File: src/rtl/ps2_receptor_teclado.sv
// PS/2 keyboard receiver: synchronise and filter the line, deserialise frames,
// translate make codes to a compact key set and queue them for the PicoBlaze.
module ps2_receptor_teclado #(
    parameter logic [7:0] PUERTO_TECLADO = 8'h02,
    parameter int         CICLOS_TIMEOUT = 100000,
    parameter int         FILTRO_BITS    = 8
) (
    input  logic       clk,
    input  logic       reset,
    input  logic       ps2data,
    input  logic       ps2clk,
    input  logic [7:0] port_id,
    input  logic       read_strobe,
    output logic [7:0] ascii_code,
    output logic       dato_disponible,
    output logic       error_trama,
    output logic       desborde
);
    localparam int TW = $clog2(CICLOS_TIMEOUT + 1);

    typedef enum logic [1:0] {INICIO, DATOS, PARIDAD, PARADA} estado_t;

    logic [1:0]             clk_sync, dat_sync;
    logic [FILTRO_BITS-1:0] filtro;
    logic                   clk_filt, flanco;

    always_ff @(posedge clk or posedge reset) begin
        if (reset) begin
            clk_sync <= 2'b11;
            dat_sync <= 2'b11;
            filtro   <= '1;
            clk_filt <= 1'b1;
            flanco   <= 1'b0;
        end else begin
            clk_sync <= {clk_sync[0], ps2clk};
            dat_sync <= {dat_sync[0], ps2data};
            filtro   <= {filtro[FILTRO_BITS-2:0], clk_sync[1]};
            flanco   <= 1'b0;
            if (filtro == '0 && clk_filt) begin
                clk_filt <= 1'b0;
                flanco   <= 1'b1;
            end else if (filtro == '1) begin
                clk_filt <= 1'b1;
            end
        end
    end

    // Frame FSM
    estado_t       estado, estado_n;
    logic [2:0]    nbit, nbit_n;
    logic [7:0]    dato, dato_n;
    logic          par, par_n;
    logic [TW-1:0] cnt_to;
    logic          timeout, trama_ok, trama_err;
    logic [7:0]    byte_q;
    logic          byte_vld;

    assign timeout = (estado != INICIO) && (cnt_to == TW'(CICLOS_TIMEOUT - 1));

    always_comb begin
        estado_n  = estado;
        nbit_n    = nbit;
        dato_n    = dato;
        par_n     = par;
        trama_ok  = 1'b0;
        trama_err = 1'b0;
        if (timeout) begin
            estado_n  = INICIO;
            trama_err = 1'b1;
        end else if (flanco) begin
            case (estado)
                INICIO: if (!dat_sync[1]) begin
                    estado_n = DATOS;
                    nbit_n   = 3'd0;
                end
                DATOS: begin
                    dato_n = {dat_sync[1], dato[7:1]};
                    nbit_n = nbit + 3'd1;
                    if (nbit == 3'd7) estado_n = PARIDAD;
                end
                PARIDAD: begin
                    par_n    = dat_sync[1];
                    estado_n = PARADA;
                end
                default: begin
                    estado_n = INICIO;
                    if (dat_sync[1] && ^{dato, par}) trama_ok  = 1'b1;
                    else                             trama_err = 1'b1;
                end
            endcase
        end
    end

    always_ff @(posedge clk or posedge reset) begin
        if (reset) begin
            estado      <= INICIO;
            nbit        <= 3'd0;
            dato        <= 8'h00;
            par         <= 1'b0;
            cnt_to      <= '0;
            byte_q      <= 8'h00;
            byte_vld    <= 1'b0;
            error_trama <= 1'b0;
        end else begin
            estado      <= estado_n;
            nbit        <= nbit_n;
            dato        <= dato_n;
            par         <= par_n;
            cnt_to      <= (estado == INICIO || flanco || timeout) ? '0 : cnt_to + 1'b1;
            byte_q      <= dato;
            byte_vld    <= trama_ok;
            error_trama <= trama_err;
        end
    end

    // Decoder: bit 8 of the result flags a mapped code
    function automatic logic [8:0] traducir(input logic e, input logic [7:0] b);
        case ({e, b})
            9'h045: traducir = 9'h130;
            9'h016: traducir = 9'h131;
            9'h01E: traducir = 9'h132;
            9'h026: traducir = 9'h133;
            9'h025: traducir = 9'h134;
            9'h02E: traducir = 9'h135;
            9'h036: traducir = 9'h136;
            9'h03D: traducir = 9'h137;
            9'h03E: traducir = 9'h138;
            9'h046: traducir = 9'h139;
            9'h01C: traducir = 9'h141;
            9'h02C: traducir = 9'h154;
            9'h02B: traducir = 9'h146;
            9'h033: traducir = 9'h148;
            9'h05A: traducir = 9'h10D;
            9'h076: traducir = 9'h11B;
            9'h175: traducir = 9'h180;
            9'h172: traducir = 9'h181;
            9'h16B: traducir = 9'h182;
            9'h174: traducir = 9'h183;
            default: traducir = 9'h000;
        endcase
    endfunction

    logic       ext, brk;
    logic [8:0] trad;
    logic       push, pop, lleno, vacio;

    assign trad = traducir(ext, byte_q);
    assign push = byte_vld && byte_q != 8'hE0 && byte_q != 8'hF0 && !brk && trad[8];

    always_ff @(posedge clk or posedge reset) begin
        if (reset) begin
            ext <= 1'b0;
            brk <= 1'b0;
        end else if (byte_vld) begin
            if (byte_q == 8'hE0)      ext <= 1'b1;
            else if (byte_q == 8'hF0) brk <= 1'b1;
            else begin
                ext <= 1'b0;
                brk <= 1'b0;
            end
        end
    end

    // FIFO
    logic [7:0] mem [4];
    logic [1:0] wr_ptr, rd_ptr;
    logic [2:0] cuenta;
    logic       escribe;

    assign vacio   = (cuenta == 3'd0);
    assign lleno   = (cuenta == 3'd4);
    assign pop     = read_strobe && (port_id == PUERTO_TECLADO) && !vacio;
    assign escribe = push && (!lleno || pop);

    always_ff @(posedge clk) begin
        if (escribe) mem[wr_ptr] <= trad[7:0];
    end

    always_ff @(posedge clk or posedge reset) begin
        if (reset) begin
            wr_ptr   <= 2'd0;
            rd_ptr   <= 2'd0;
            cuenta   <= 3'd0;
            desborde <= 1'b0;
        end else begin
            desborde <= push && !escribe;
            if (escribe) wr_ptr <= wr_ptr + 2'd1;
            if (pop)     rd_ptr <= rd_ptr + 2'd1;
            if (escribe && !pop)      cuenta <= cuenta + 3'd1;
            else if (pop && !escribe) cuenta <= cuenta - 3'd1;
        end
    end

    assign dato_disponible = !vacio;
    assign ascii_code      = vacio ? 8'h00 : mem[rd_ptr];
endmodule
File: config.mk
export PLATFORM = sky130hd
export DESIGN_NAME = ps2_receptor_teclado
export DESIGN_NICKNAME = d
export VERILOG_FILES = /design/src/rtl/ps2_receptor_teclado.sv
export SDC_FILE = /design/constraint.sdc
export NUM_CORES = 1
export LEC_CHECK = 0
export CELL_PAD_IN_SITES_DETAIL_PLACEMENT = 2
export CELL_PAD_IN_SITES_GLOBAL_PLACEMENT = 2
export CORE_MARGIN = 3
export CORE_UTILIZATION = 41
export CTS_CLUSTER_DIAMETER = 30
export DETAILED_ROUTE_END_ITERATION = 7
export PLACE_DENSITY = 0.88
export SLEW_MARGIN = 20
export SYNTH_ARGS = -nofsm -noshare
export SYNTH_HDL_FRONTEND = slang
export SYNTH_SLANG_ARGS = --single-unit
File: constraint.sdc
create_clock -name clk -period 3.6 [get_ports clk]
set_clock_uncertainty 0.1 [all_clocks]
set_input_delay 0.72 -clock clk [delete_from_list [all_inputs] [get_ports clk]]
set_output_delay 0.72 -clock clk [all_outputs]
set_load 0.01 [all_outputs]
## Yosys cells after proc, flatten, opt, wreduce, memory -nomap -nowiden

Memory sizes are Yosys's and may differ from the RTL's.
Cells that the tools add are included.

- Flip-flop bits (word level): 65
- Bits in writable memories: 32
- Word-level logic and storage cells: 128
- Bits of input ports: 13
- Memories: 1
- Output and inout bits: 11

Memory list:

| name | words | bits a word | read ports | clocked after memory_dff | write ports | line | RTL |
|---|---|---|---|---|---|---|---|
| mem | 4 | 8 | 1 | 0 | 1 | 165 | `logic [7:0] mem [4];` |

- Bitwise gates (word level): 2
- Equality and inequality tests: 35
- Add/sub/neg operators: 6
- Multiplexer cells: 28
- Reductions and logical operators: 37

Operators with widths:

| cell | count |
|---|---|
| 9-bit one-hot mux with 20 select lines | 1 |
| 9-bit by 6-bit == test with 1-bit output (second input constant) | 9 |
| 9-bit by 7-bit == test with 1-bit output (second input constant) | 4 |
| 9-bit == test (second input constant) | 4 |
| 9-bit by 5-bit == test with 1-bit output (second input constant) | 3 |
| 8-bit == test (second input constant) | 3 |
| 17-bit by 1-bit adder with 17-bit output (second input constant) | 1 |
| 17-bit == test (second input constant) | 1 |
| 17-bit 2-to-1 mux | 1 |
| 1-bit 2-to-1 mux | 16 |
| 8-bit inequality test (second input constant) | 2 |
| 1-bit logical AND | 13 |
| 2-bit nonzero test | 5 |
| 3-bit 2-to-1 mux | 3 |
| 3-bit AND reduction | 3 |
| 9-bit parity | 1 |
| 8-bit by 2-bit == test with 1-bit output (second input constant) | 1 |
| 8-bit zero test | 1 |
| 2-bit 2-to-1 mux | 4 |
| 8-bit 2-to-1 mux | 1 |
| 3-bit by 1-bit adder with 3-bit output (second input constant) | 2 |
| 3-bit == test (second input constant) | 2 |
| 3-bit inequality test (second input constant) | 2 |
| 2-bit one-hot mux with 3 select lines | 1 |
| 14 further kinds | 24 |

## Longest topological paths before layout

Gate-level depths: netlist of the first run.

- Word-level depth: 10
- Gate-level depth with buffers: 13
- Mapped depth without buffers: 11

## Worst setup path before layout of the first run

Ideal clock, no wire load.

- Path kind: register -> register
- From: register byte_q[4]
- To: register cuenta[2]
- Buffers on the path: 1
- Library setup time: 0.079 ns
- Slack: 0.926 ns
- Data required time: 3.421 ns
- Cell stages (with the launch flop): 12
- Period minus slack after synthesis: 2.674 ns
- Arrival: 2.495 ns
- Cell sequence: dfrtp_1 -> buf_2 -> o32a_1 -> o31a_1 -> and4b_4 -> a21oi_4 -> ha_1 -> inv_1 -> fa_1 -> xor2_1 -> nor2_1 -> xor2_1

- Word-level cells in the longest chain between the ends: 9
- Elaborated cells on any way between the ends: 33
- Those cells by class: eq/ne (22); mux (2); reduce/logical (9)

Ends and longest elaborated chain:

| what | line | RTL |
|---|---|---|
| start, declared | 55 | `logic [7:0] byte_q;` |
| start signal, assigned | 110 | `byte_q <= dato;` |
| branches (longest 4 deep; another with 9-bit one-hot mux with 20 select lines) | n/a |  |
| 1-bit logical AND (*) | 148 | `assign push = byte_vld && byte_q != 8'hE0 && byte_q != 8'hF0 && !brk && trad[8];` |
| 1-bit logical AND (*) | 173 | `assign escribe = push && (!lleno \|\| pop);` |
| via escribe | 168 | `logic escribe;` |
| 1-bit zero test | 190 | `else if (pop && !escribe) cuenta <= cuenta - 3'd1;` |
| 1-bit logical AND | 190 |  |
| 2-bit nonzero test (no source line) | n/a |  |
| end signal, assigned | 189 | `if (escribe && !pop) cuenta <= cuenta + 3'd1;` |
| end signal, assigned | 190 |  |
| end, declared | 167 | `logic [2:0] cuenta;` |

Mark *: on every way through the listed nets, which the timed path passes.
A chain may end at the register's enable or synchronous reset.

## Final worst setup path of the first run

Ends and elaborated chain as after synthesis.

==> results of run 1 <==
## critical path: cells and delay by family (launching register included)
family,cells,cell delay (ns)
AO/OA/AOI/OAI,3,0.78
flip-flops,1,0.70
adder cells (fa/ha/maj),2,0.63
AND/OR/NAND/NOR,3,0.60
XOR/XNOR,2,0.34
buffers and inverters,1,0.08
## metal layers
metal / vias up / part of all wire, % / global-route usage, %
met4: 0 / 1.6 / 7.45
li1: 1447 / - / -
met5: - / 0 / 0
met2: 40 / 54 / 35.6
met1: 1653 / 42 / 24.5
met3: 12 / 2.2 / 2.65
## state kept, by name (all words and copies together), names as in the netlist, 3 cells and up
signal / count
mem: 32
cnt_to: 17
byte_q: 8
dato: 8
filtro: 8
cuenta: 3
nbit: 3
## logic make-up (layout without fill, tap and decap cells)
kind of cell	Yosys count	in the layout	share of synthesized area [%]
simple gates	158	158	18.9
flops	97	97	54.9
compound gates	43	43	6.12
xor+xnor	32	32	5.91
buf+inv	29	57	3.06
mux	21	21	7.59
fa+ha+maj	13	13	3.59
## cell usage after synthesis (4+ instances only)
cell / number / area (sq um)
nor3b_1: 5 / 37.5
nor2_1: 32 / 120
dfstp_2: 13 / 342
nand2b_1: 6 / 37.5
and3_1: 5 / 31.3
nand4_1: 8 / 50.1
edfxtp_1: 32 / 961
nor2b_1: 14 / 87.6
xnor2_1: 16 / 140
nor4_1: 4 / 25.0
inv_1: 13 / 48.8
a21oi_1: 12 / 60.1
xor2_1: 16 / 140
ha_1: 12 / 150
nand3_1: 17 / 85.1
mux4_2: 8 / 180
nand2_1: 29 / 109
mux2_4: 9 / 135
o21ai_0: 6 / 30.0
o22ai_1: 4 / 25.0
buf_2: 8 / 40.0
nor3_1: 6 / 30.0
and2_1: 9 / 56.3
dfrtp_1: 52 / 1300
## stage by stage
stage / hold slack, ns / cell area [sq um] / utilization, % / total power (uW)
6_report: 0.256 / 5410 / 48.8 / 2180
5_1_grt: 0.262 / 5410 / 48.8 / 2260
4_1_cts: 0.258 / 5400 / 48.8 / 2210
3_5_place_dp: 0.249 / 5090 / 45.9 / 1210
3_3_place_gp: 0.246 / 5090 / 45.9 / 1210
2_1_floorplan: 0.245 / 4750 / - / 1190
## area by class of cell
type	count	area [sq um]
clock inverter	5	40.0
clock buffer	11	275
sequential	97	2610
timing repair buffer	27	260
inverter	14	52.6
tap	140	175
fill	1097	5670
multi-input combinational	267	2000
## path summary, 6_finish.rpt
| kind | start | to | slack [ns] | cells after the start |
|---|---|---|---|---|
| max in group asynchronous | reset | filtro[5]$_DFF_PP1_ | 1.93 | 3 |
| hold / removal | dat_sync[0]$_DFF_PP1_ | dat_sync[1]$_DFF_PP1_ | 0.26 | 0 |
| hold reg to reg | dat_sync[0]$_DFF_PP1_ | dat_sync[1]$_DFF_PP1_ | 0.26 | 0 |
| setup reg to reg | byte_q[4]$_DFF_PP0_ | cuenta[2]$_DFFE_PP0P_ | 0.29 | 11 |
| setup / recovery | byte_q[4]$_DFF_PP0_ | cuenta[2]$_DFFE_PP0P_ | 0.29 | 11 |
| min in group asynchronous | reset | cnt_to[11]$_DFF_PP0_ | 0.69 | 2 |
## power by group
group,internal (uW),switching [uW]
clock network,559,430
registers,1150,6.39
logic,16.3,21.9
## repair_timing
item                       in CTS  in global routing
gates resized for setup         0                  1
hold buffers                    0                  0
setup buffers                   0                  0
setup endpoints to repair       0                  1
==> flow_metrics.py, run 1 <==
metrics = {
    "outcome": {
        "status": "completed",
    },
    "timing": {
        "fin_setup_tns_ns": 0,
        "setup_violations": 0,
        "layout_setup_ws_ns": 0.288,
        "tightest_slew_ns": 0.661,
        "timing.slew.headroom_pct": 55.9,
        "finalHoldViolCount": 0,
        "finalCritPeriodShare_pct": 92.0,
        "rsz0062_at_grt": "false",
        "clock.fmax_ghz": 0.302,
        "layout_min_cycle_time_ns": 3.31,
        "maxSlewViolCount": 0,
    },
    "placement": {
        "hpwl_microns": 8300,
        "pre_cts_slack_ns": 0.111,
        "gp_congestion": 0.791,
        "dp_cells": 545,
        "port_buffers": 23,
    },
    "detailed_routing": {
        "avgViaCountPerCell": 5.62,
        "wl_microns": 11900,
        "antenna_left": 0,
        "remaining_drc_errors": 0,
        "wl_per_cell_microns": 21.3,
        "drt_pass1_iterations": 4,
        "route.vias.total": 3152,
        "drt_iter0_drc": 150,
    },
    "global_routing": {
        "grt_usage_pct": 19.9,
        "grt_max_degree": 32,
        "antenna_found_initial": 0,
        "overflow": 0,
        "grt_pass1_wl_microns": 19700,
        "first_global_vias": 3540,
    },
    "final_layout": {
        "mostFrequentLayoutCells": "51 x dfrtp_1, 32 x nor2_1, 32 x edfxtp_1, 29 x nand2_1, 23 x clkdlybuf4s50_1",
        "drive_gt1_share_pct": 15.7,
        "layout_commonest_cell": "dfrtp_1",
        "final_cells": 561,
        "syn_to_final_growth_pct": 13.9,
        "antennaDiodeCount": 0,
        "nNetsFinal": 442,
    },
    "critical_path": {
        "cp-start-kind": "flop",
        "crit_path_max_fanout": 16,
        "slowest_delay_ns": 0.70,
        "required_ns": 3.77,
        "crit_top_cell": "xor2_1",
        "cp_cell_sequence": "nand2b_1, o32a_1, o31a_1, and4b_4, a21oi_4, ha_1, inv_1, fa_1, xor2_1, nor2_1, xor2_1",
        "critPathArrivalTime_ns": 3.48,
        "path_class": "reg2reg",
        "cp_slowest_cell": "dfrtp_1",
        "endpoint_kind": "flop",
    },
    "yosys": {
        "syn_nets": 419,
        "ys.flop_type": "dfrtp_1",
        "synth_warnings": 0,
        "synthCells": 393,
        "synth-seq-cells": 97,
        "avgSynthCellArea_sq_um": 12.1,
        "synth_seq_area_share_pct": 54.9,
        "synth_cell_types": 63,
        "ys_async_sr_fraction_pct": 67.0,
        "netlist_area_sq_um": 4750,
        "synth-edff-count": 32,
    },
    "clock_network": {
        "cts_num_sinks": 97,
        "root_buffer": "clkbuf_16",
        "cts-buffers-inserted": 9,
        "clock_path_buffers": 2,
        "insertion_delay_ns": 0.35,
        "clk_pin_slew_ns": 0.07,
        "cts_tree": "done",
        "htree_levels": 3,
    },
    "floorplan": {
        "ioPinCount": 24,
        "dieArea_sq_um": 12900,
        "rows": 38,
        "core_sq_um": 11100,
        "initial_core_util_pct": 42.8,
        "die-width_microns": 114,
        "die_h_microns": 114,
    },
    "pwr": {
        "max-vdd-ir-drop_mv": 0.244,
        "p_leak_uw": 0.00220,
        "powerDensity_nw_per_um2": 404,
    },
    "flow_run": {
        "cap_viol_max_count": 0,
    },
    "hold_path": {
        "worstHoldPathType": "reg2reg",
    },
}
No activity file was read; power rests on OpenSTA's default activity.
==> run 2, diff against run 1 <==
CORE_UTILIZATION = 43   (was 41)
CTS_BUF_LIST = sky130_fd_sc_hd__clkbuf_4   (was unset)
PLACE_DENSITY = 0.92   (was 0.88)
TNS_END_PERCENT = 100   (was unset)
==> run 2 against run 1 <==
Net effect:
- via count grew 0.76%
- register-to-register slack lost 0.05 ns
- wire length grew 2.3%
- clock-buffer cell count shrank 1
- power shrank 20%
- fmax shrank 1.5%
- hold slack gained 0.012 ns
- flip-flop and latch count is the same
- sequential power is essentially flat
==> flow_metrics.py, run 2 (synthesis results as in run 1) <==
metrics = {
    "final_layout": {
        "syn_to_final_growth_pct": 9.78,
        "layout_commonest_cell": "dfrtp_1",
        "largest_reg_flops": 32,
        "antennaDiodeCount": 0,
        "fin_util_pct": 49.6,
        "drive_gt1_share_pct": 15.4,
        "nNetsFinal": 442,
        "regMostFlops": "mem",
        "largestRegisters": "mem: 32 flops, cnt_to: 17 flops",
        "mostFrequentLayoutCells": "52 x dfrtp_1, 32 x nor2_1, 32 x edfxtp_1, 29 x nand2_1, 23 x clkdlybuf4s50_1",
    },
    "detailed_routing": {
        "wl_microns": 12200,
        "remaining_drc_errors": 0,
        "drt_pass1_iterations": 4,
        "avgViaCountPerCell": 5.70,
        "drt_iter0_drc": 128,
        "wl_per_cell_microns": 21.9,
        "route.vias.total": 3176,
        "antenna_left": 0,
    },
    "pwr": {
        "p_total_uw": 1750,
        "p_int_uw": 1330,
        "p_comb_share_pct": 2.2,
        "powerDensity_nw_per_um2": 336,
        "max-vdd-ir-drop_mv": 0.134,
        "sequentialPowerShare_pct": 65.9,
        "clkPwrFrac_pct": 31.9,
        "swShare_pct": 24.3,
        "p_leak_uw": 0.00211,
        "switching_power_uw": 425,
    },
    "hold_path": {
        "hold_depth": 0,
        "worstHoldPathType": "reg2reg",
        "min_from": "clk_sync[1]$_DFF_PP1_",
    },
    "critical_path": {
        "critPathArrivalTime_ns": 3.64,
        "required_ns": 3.88,
        "critPathLaunch": "byte_q[3]$_DFF_PP0_",
        "endpoint_kind": "flop",
        "cp-start-kind": "flop",
        "path_class": "reg2reg",
        "crit_path_max_fanout": 18,
        "rr_startpoint": "byte_q[3]$_DFF_PP0_",
        "worst-r2r-cell-count": 11,
    },
    "clock_network": {
        "insertion_delay_ns": 0.48,
        "cts_tree": "done",
        "root_buffer": "clkbuf_4",
        "cts_num_sinks": 97,
        "cts-buffers-inserted": 9,
        "clk_pin_slew_ns": 0.15,
        "cts_setup_buffers": 0,
        "hold_buffers": 0,
        "clock_path_buffers": 2,
        "htree_levels": 3,
        "post_cts_resized": 0,
    },
    "outcome": {
        "status": "completed",
    },
    "timing": {
        "timing.slew.headroom_pct": 56.3,
        "setup_violations": 0,
        "layout_setup_ws_ns": 0.239,
        "tightest_slew_ns": 0.651,
        "fin_setup_tns_ns": 0,
        "layout_min_cycle_time_ns": 3.36,
        "finalCritPeriodShare_pct": 93.4,
        "clock.fmax_ghz": 0.298,
        "hold_ws_ns": 0.269,
        "maxSlewViolCount": 0,
        "finalHoldViolCount": 0,
        "rsz0062_at_grt": "false",
    },
    "global_routing": {
        "antenna_found_initial": 0,
        "first_global_vias": 3663,
        "grt_usage_pct": 20.9,
        "overflow": 0,
        "grt_pass1_wl_microns": 20300,
        "grt_max_degree": 38,
    },
    "floorplan": {
        "dieArea_sq_um": 12300,
        "core_sq_um": 10500,
        "die-width_microns": 111,
        "ioPinCount": 24,
        "die_h_microns": 111,
        "rows": 37,
        "initial_core_util_pct": 45.2,
    },
    "placement": {
        "hpwl_microns": 8990,
        "gp_congestion": 0.863,
        "pre_cts_slack_ns": 0.171,
        "port_buffers": 23,
    },
    "flow_run": {
        "cap_viol_max_count": 0,
    },
}
## run 2: changes by cell type in the layout (fill, tap and decap cells not counted)
cell	delta
dfrtp_2	-1
dfrtp_1	+1
clkinv_2	-1
clkinv_4	-1
clkbuf_4	+10
inv_8	+1
inv_4	+1
clkinvlp_4	+1
clkbuf_16	-11
## run 2: worst max-delay path, cell delays in order (launching register included)
cell and delay [ns]:
dfrtp_1 0.79, nor2_1 0.24, a31oi_1 0.35, nor2b_1 0.28, nand2_1 0.14, a21oi_4 0.25
ha_1 0.24, inv_1 0.07, fa_1 0.37, xor2_1 0.17, nor2_1 0.12, xor2_1 0.16
## run 2: stage by stage
stage / instances / cell area [sq um]
after CTS: 557 / 5210
after global routing: 557 / 5210
after global placement: 541 / 5080
final: 557 / 5210
after floorplan: 393 / 4750
after detailed placement: 541 / 5080
## run 2: path summary, 6_finish.rpt
check | slack, ns | end
hold / removal | 0.27 | filtro[0]$_DFF_PP1_
setup reg to reg | 0.24 | cuenta[2]$_DFFE_PP0P_
max in group asynchronous | 1.93 | byte_q[6]$_DFF_PP0_
hold reg to reg | 0.27 | filtro[0]$_DFF_PP1_
setup / recovery | 0.24 | cuenta[2]$_DFFE_PP0P_
min in group asynchronous | 0.43 | rd_ptr[1]$_DFFE_PP0P_
## run 2: cell type report
cell class | count | area (sq um)
clock inverters | 6 | 51.3
flip-flops and latches | 97 | 2600
inverters | 14 | 52.6
fillers | 1029 | 5300
multi-input cells | 267 | 2000
repair buffers | 27 | 260
clock buffers | 10 | 75.1
well taps | 136 | 170
## run 2: layer usage
layer	vias to the layer above	GRT usage (%)	wire [microns]
met5	-	0	0
met1	1632	24.8	5040
met2	69	36.4	6280
li1	1438	-	-
met3	37	4.75	409
met4	0	9.08	474
## run 2: power groups by stage
stage	registers [uW]	logic, uW	clock network [uW]
6_report	1150	38.1	559
5_1_grt	1160	42.7	620
4_1_cts	1150	39.6	572
3_5_place_dp	1180	39.4	0
3_3_place_gp	1170	36.5	0
2_1_floorplan	1170	17.3	0
